--- config.mk ---
export PLATFORM = sky130hd
export DESIGN_NAME = serial_bit_feeder
export DESIGN_NICKNAME = d
export VERILOG_FILES = /design/src/rtl/serial_bit_feeder.sv
export SDC_FILE = /design/constraint.sdc
export NUM_CORES = 1
export LEC_CHECK = 0
export CORE_MARGIN = 2
export CORE_UTILIZATION = 25
export CTS_CLUSTER_DIAMETER = 200
export DETAILED_ROUTE_END_ITERATION = 12
export HOLD_SLACK_MARGIN = 0.12
export PLACE_DENSITY = 0.4
export SLEW_MARGIN = 20
export SYNTH_ARGS = -nofsm -noshare
export SYNTH_HDL_FRONTEND = slang
export SYNTH_SLANG_ARGS = --single-unit
--- constraint.sdc ---
create_clock -name clk -period 2.49 [get_ports clk]
set_input_delay 0.249 -clock clk [delete_from_list [all_inputs] [get_ports clk]]
set_output_delay 0.249 -clock clk [all_outputs]
set_load 0.02 [all_outputs]
--- src/rtl/serial_bit_feeder.sv ---
// rtl/serial_bit_feeder.sv - parallel-to-serial bit feeder with one-word hold buffer
module serial_bit_feeder #(
  parameter int WIDTH     = 8,
  parameter bit MSB_FIRST = 1'b1,
  parameter bit IDLE_BIT  = 1'b0
) (
  input  logic             clk,
  input  logic             reset,
  input  logic [WIDTH-1:0] din,
  input  logic             din_valid,
  output logic             din_ready,
  input  logic             enable,
  output logic             x,
  output logic             x_valid,
  output logic             busy,
  output logic             word_done
);

  localparam int CW = (WIDTH > 2) ? $clog2(WIDTH) : 1;
  localparam logic [CW-1:0] LAST = CW'(WIDTH - 1);

  typedef enum logic {IDLE, SHIFT} state_t;

  state_t           state;
  logic [WIDTH-1:0] sr;
  logic [WIDTH-1:0] hb;
  logic             hb_full;
  logic [CW-1:0]    cnt;

  logic             accept;
  logic             last_bit;
  logic [WIDTH-1:0] sr_next;

  // Handshake, serial output and the "last bit consumed this edge" condition
  always_comb begin
    din_ready = !hb_full && !reset;
    accept    = din_valid && din_ready;
    x_valid   = (state == SHIFT) && enable;
    last_bit  = x_valid && (cnt == LAST);
    busy      = (state == SHIFT) || hb_full;
    x         = IDLE_BIT;
    if (state == SHIFT) begin
      x = MSB_FIRST ? sr[WIDTH-1] : sr[0];
    end
    // Shift toward the output end; the fill bit never reaches x before a reload
    sr_next = MSB_FIRST ? {sr[WIDTH-2:0], 1'b0} : {1'b0, sr[WIDTH-1:1]};
  end

  // Shifter FSM, hold buffer and registered word_done pulse
  always_ff @(posedge clk or posedge reset) begin
    if (reset) begin
      state     <= IDLE;
      sr        <= '0;
      hb        <= '0;
      hb_full   <= 1'b0;
      cnt       <= '0;
      word_done <= 1'b0;
    end else begin
      word_done <= last_bit;
      case (state)
        IDLE: begin
          if (accept) begin
            sr    <= din;
            cnt   <= '0;
            state <= SHIFT;
          end
        end
        SHIFT: begin
          if (last_bit) begin
            if (hb_full) begin
              // Gapless hand-off; din_ready was low so no accept can collide
              sr      <= hb;
              hb_full <= 1'b0;
              cnt     <= '0;
            end else if (accept) begin
              sr  <= din;
              cnt <= '0;
            end else begin
              state <= IDLE;
            end
          end else begin
            if (enable) begin
              sr  <= sr_next;
              cnt <= cnt + 1'b1;
            end
            if (accept) begin
              hb      <= din;
              hb_full <= 1'b1;
            end
          end
        end
        default: state <= IDLE;
      endcase
    end
  end

endmodule

---- After elaboration in Yosys (flattened, before gate mapping) ----
Index checks and enable logic that the tools add are counted.
cells by class
  $mul .................................... 0
  $lt $le $gt $ge ......................... 0
  add/sub/neg operators ................... 1
  div/mod/pow operators ................... 0
  bitwise logic cells ..................... 2
  muxes and demuxes ....................... 17
  reduce and logical (&&, ||, !) cells .... 10
  shift-type cells ........................ 0
  equal/unequal tests ..................... 2
operators by type and width
  kind                                                                      count
  8-bit two-way mux                                                         4
  8-bit one-hot mux with 2 select lines                                     1
  3-bit two-way mux                                                         4
  1-bit two-way mux                                                         6
  3-bit one-hot mux with 2 select lines                                     1
  1-bit logical AND                                                         4
  3-bit by 1-bit adder with 3-bit output (second input constant)            1
  3-bit == test (second input constant)                                     1
  3-bit by 2-bit inequality test with 1-bit output (second input constant)  1
  3-bit AND reduction                                                       1
  1-bit zero test                                                           2
  1-bit inverter                                                            2
  1-bit one-hot mux with 2 select lines                                     1
  2-bit AND reduction                                                       1
  2-bit nonzero test                                                        1
  1-bit logical OR                                                          1
word-level totals
  memory bits (writable) .................. 0
  latch bits .............................. 0
  memories kept ........................... 0
  ROM bits ................................ 0
  register bits ........................... 22
  input port bits ......................... 12
  logic and storage cells ................. 38
  output and inout port bits .............. 5

---- Longest topological paths before layout ----
  depth in word-level cells ............... 7
  depth in mapped cells ................... 6
  mapped depth without buffers ............ 5

---- Worst setup path before layout ----
Ideal clock, no wire load.
  path type ............................... register to register
  from .................................... reg hb_full
  to ...................................... reg sr[0]
  clock period less this slack ............ 1.764 ns
  data required time ...................... 2.364 ns
  buffers on the path ..................... 1
  slack ................................... 0.726 ns
  arrival ................................. 1.638 ns
  stages on the path, launching flop included .. 5
  library setup time ...................... 0.126 ns
  cells stage by stage .................... dfrtp_1 > or3b_1 > buf_2 > a221o_1 > a221o_1
on the way
  cells in the longest elaborated chain, start to end .. 7
RTL lines
  item                                       line  source
  from (decl)                                27    logic hb_full;
  from (signal assigned)                     55    hb_full <= 1'b0;
  from (signal assigned)                     73    hb_full <= 1'b0;
  from (signal assigned)                     88    hb_full <= 1'b1;
  1-bit zero test                            36    din_ready = !hb_full && !reset;
  1-bit logical AND                          36
  1-bit logical AND                          37    accept = din_valid && din_ready;
  8-bit two-way mux                          n/a
  8-bit two-way mux                          70    if (hb_full) begin
  8-bit two-way mux                          69    if (last_bit) begin
  8-bit one-hot mux with 2 select lines (*)  60    case (state)
  to (signal assigned)                       63    sr <= din;
  to (signal assigned)                       76    sr <= din;
  to (signal assigned)                       83    sr <= sr_next;
  to (decl)                                  25    logic [WIDTH-1:0] sr;
Mark *: on every way between the ends. The rest lies on a longest branch, timed or not.
A chain may end at the register's enable or synchronous reset.

---- Final worst setup path ----
  from .................................... reg hb_full
  to ...................................... out busy
on the way
  cells in the longest elaborated chain, start to end .. 1
RTL lines
  item              line  source
  1-bit logical OR  40    busy = (state == SHIFT) || hb_full;
  to (decl)         15    output logic busy,
No other way between the ends.

==> results summary <==
The floorplan step defined a die boundary enclosing between 5000 and 6000 um2. The number of hold-slack violations in the final timing report came to 0. The number of core rows is 25.

The number of filler instances in the final layout came out at 490. The area growth from synthesis to layout is 27.7%. The largest delay contributor family on the critical path is buffers and inverters. The final estimated routing congestion in global placement is 0.723. The number of placed instances, taps included, is 203. The number of global-route vias before repair is 1,017. The residual DRC count came out at 0. The remaining global-route overflow is 0. Dividing total power by cell area gives a power density of 981 nW/um2. The slowest stage of the critical path belongs to the cell clkdlybuf4s50_1. In this run the worst hold path is classified as primary input to asynchronous set/reset pin. The detail route stage leaves a number of antenna-violating nets equal to 0. The number of antenna diodes is 0. The worst register-to-register path ends at hb[1].

The total nets after synthesis is 132. TritonCTS created 3 clock buffers. The initial core utilization is 0.259. The TritonCTS clock tree is done.

The worst path required time came out at 2.24 ns. The final-layout setup total negative slack came out at 0 ns. The beginning of the worst register-to-register path is cnt[0]. Leaving out fill and tap cells, the most frequent cell in the layout is dfrtp_1. The number of DRC markers after the initial detailed-route iteration came out at 64.

In the final layout, the share of cells above drive strength 1 is 0.264. The vertical die dimension came out at 74.0 um. The number of gates given a new drive strength after cts came out at 0.

The wire length per cell after detailed routing is 13.9 um. The count of different cell masters after synthesis is 29. The final worst clock skew came out at 0.00153 ns.

Along the worst path, the maximum fanout reaches 12. The synthesized flop and latch total is 22. The largest net degree at the start of global routing is 23.

The number of vias per cell is 4.63. The register-to-register setup slack came out at between 0.5 and 0.6 ns. The part of the cycle the worst path needs is 0.831.

The routed wire length is 2870 um. The static leakage power is 0.681 nW. The worst setup path is captured at an output port.

In this run the deepest clock path goes through 2 buffers. The mapped netlist covers about 1200 um2. The area after detailed placement is about 1500 um2. The total area of sequential cells is approximately 550 um2. The data arrival time of the worst path is 1.82 ns. The highest clock frequency the design can meet came out at 0.483 GHz. The clock edge transition at the registers on the reported setup and hold paths is 0.08 ns. The area inside the core boundary came out at 4720 um2.

The filler-free cell count of the finished design is 207. The routed design could run at a clock period as short as 2.07 ns. A synthesized cell averages 10.4 um2.

The run finished with clean final reports. Once detailed placement completed, the half-perimeter wirelength came to 2030 um. The signal on the critical path passes through buf_4 -> or2_2 -> clkdlybuf4s50_1. The total global-route track usage is 0.121. The total power of the final layout is 1.53 mW. For this run, the register share of the synthesized area comes to 0.449.

The number of instances in the synthesized netlist is 118. The total of warnings raised by yosys is 0. The worst stage delay on the critical path came out at 0.54 ns. STA classifies the critical path startpoint as a register.

The number of max-cap violations came out at 0. The number of endpoints failing setup at the final stage came out at 0. Prior to clock tree synthesis, the placed netlist has a worst setup slack of ~0.33 ns.

The final instance area is 1560 um2. Clock tree synthesis found a total of 22 sinks. For the worst flop-to-flop path, the logic depth is 5. Across all layers, the routed design uses approximately 960 vias.

The setup slack after layout came out at 0.421 ns. The first global-routing pass estimated 5020 um of wire. The CTS H-tree depth came out at 1.

For this run, the post-layout net count is 155. The clock latency at the later pin of the worst-skew pair is between 0.2 and 0.3 ns. The total of buffers placed on input and output ports came out at 16. In the layout the commonest cells are dfrtp_1, clkdlybuf4s50_1, nand2_1, mux2_2, inv_1. The area of combinational cells with multiple inputs came out at 609 um2. The post-CTS repair timing setup buffer count came out at 0. The worst hold slack is 0.502 ns.

The final number of max-transition violations was 0. The buffers plus inverters on the worst setup path came out at 2. After clock tree synthesis, the flow added hold-fix buffers numbering 0. The peak supply drop is about 0.34 mV.

Once layout is complete, the utilization of the core stands at 0.331. The worst slew slack as a fraction of its limit came out at 0.681. The initial antenna violation count is 0. At the pin with the least slew margin, the transition time is 0.478 ns. Setup repair after global routing left no endpoint under its margin. The critical setup path kind is register to output port. For this run, the detailed router's first-pass iteration total came to 4. The width of the chip came out at 74.0 um. The number of I/O pins is 17. The clock tree root driver cell is clkbuf_8.
-- worst max-delay path by stage --
stage               startpoint    end  slack, ns  cells after the start
floorplan              hb_full  sr[0]       0.73                      4
global placement     din_valid  sr[0]       0.35                      4
detailed placement   din_valid  sr[0]       0.33                      4
CTS                    hb_full   busy       0.40                      3
global route           hb_full   busy       0.31                      3
finish                 hb_full   busy       0.42                      3
-- registers in the layout, summed over array words and instances, names as in the netlist --
name / count
state: 1
sr: 8
hb: 8
hb_full: 1
word_done: 1
cnt: 3
-- cells in the mapped netlist (all sizes together) --
| cell | instances | area, um2 |
|---|---|---|
| or3b | 1 | 8.76 |
| a211oi | 3 | 22.5 |
| mux2 | 12 | 135 |
| buf | 1 | 5.00 |
| o32ai | 3 | 26.3 |
| nor2 | 4 | 15.0 |
| a221oi | 3 | 26.3 |
| or2 | 1 | 6.26 |
| or2b | 1 | 7.51 |
| nor3b | 1 | 7.51 |
| o21ai | 1 | 5.00 |
| o22ai | 3 | 18.8 |
| o221a | 3 | 33.8 |
| a21boi | 1 | 7.51 |
| ha | 2 | 25.0 |
| inv | 10 | 37.5 |
| nand3 | 2 | 10.0 |
| nand2b | 1 | 6.26 |
| a22o | 2 | 20.0 |
| clkbuf | 6 | 22.5 |
| nand2 | 12 | 45.0 |
| and2 | 7 | 47.5 |
| nor2b | 5 | 31.3 |
| and4 | 1 | 8.76 |
| dfrtp | 22 | 551 |
| and3b | 3 | 30.0 |
| a221o | 6 | 60.1 |
| a21oi | 1 | 5.00 |
-- area by class of cell --
cell class | count | share of cell area
Inverter | 10 | 0.0240
Tap cell | 67 | 0.0536
Multi-Input combinational cell | 79 | 0.390
Timing Repair Buffer | 25 | 0.146
Clock buffer | 4 | 0.0352
Sequential cell | 22 | 0.352
-- cells by family (layout without fill, tap and decap cells) --
logic type,Yosys count,in the layout,synth area share
AO/OA/AOI/OAI,26,26,0.184
adder cells (fa/ha/maj),2,2,0.0204
buffers and inverters,17,39,0.0531
flip-flops,22,22,0.449
multiplexers,12,12,0.110
AND/OR/NAND/NOR,39,39,0.183
-- power breakdown --
group / internal [mW] / leakage (nW) / total [mW] / switching (mW)
clock network: 0.141 / 0.0288 / 0.261 / 0.120
logic: 0.362 / 0.380 / 0.634 / 0.272
registers: 0.509 / 0.273 / 0.640 / 0.130
-- tightest hold or removal path, cell delays in order --
cell	delay, ns
clkdlybuf4s50_1	0.52
inv_1	0.09
buf_4	0.30
-- metal layers --
layer	vias up	wire [um]	share of wire	track usage
met3	2	148	0.051	0.0366
met5	-	0	0	0
met1	461	1430	0.50	0.167
met2	21	1280	0.44	0.189
li1	474	-	-	-
met4	0	22	0.0077	0.0242
Power figures use the tool's default switching activity.
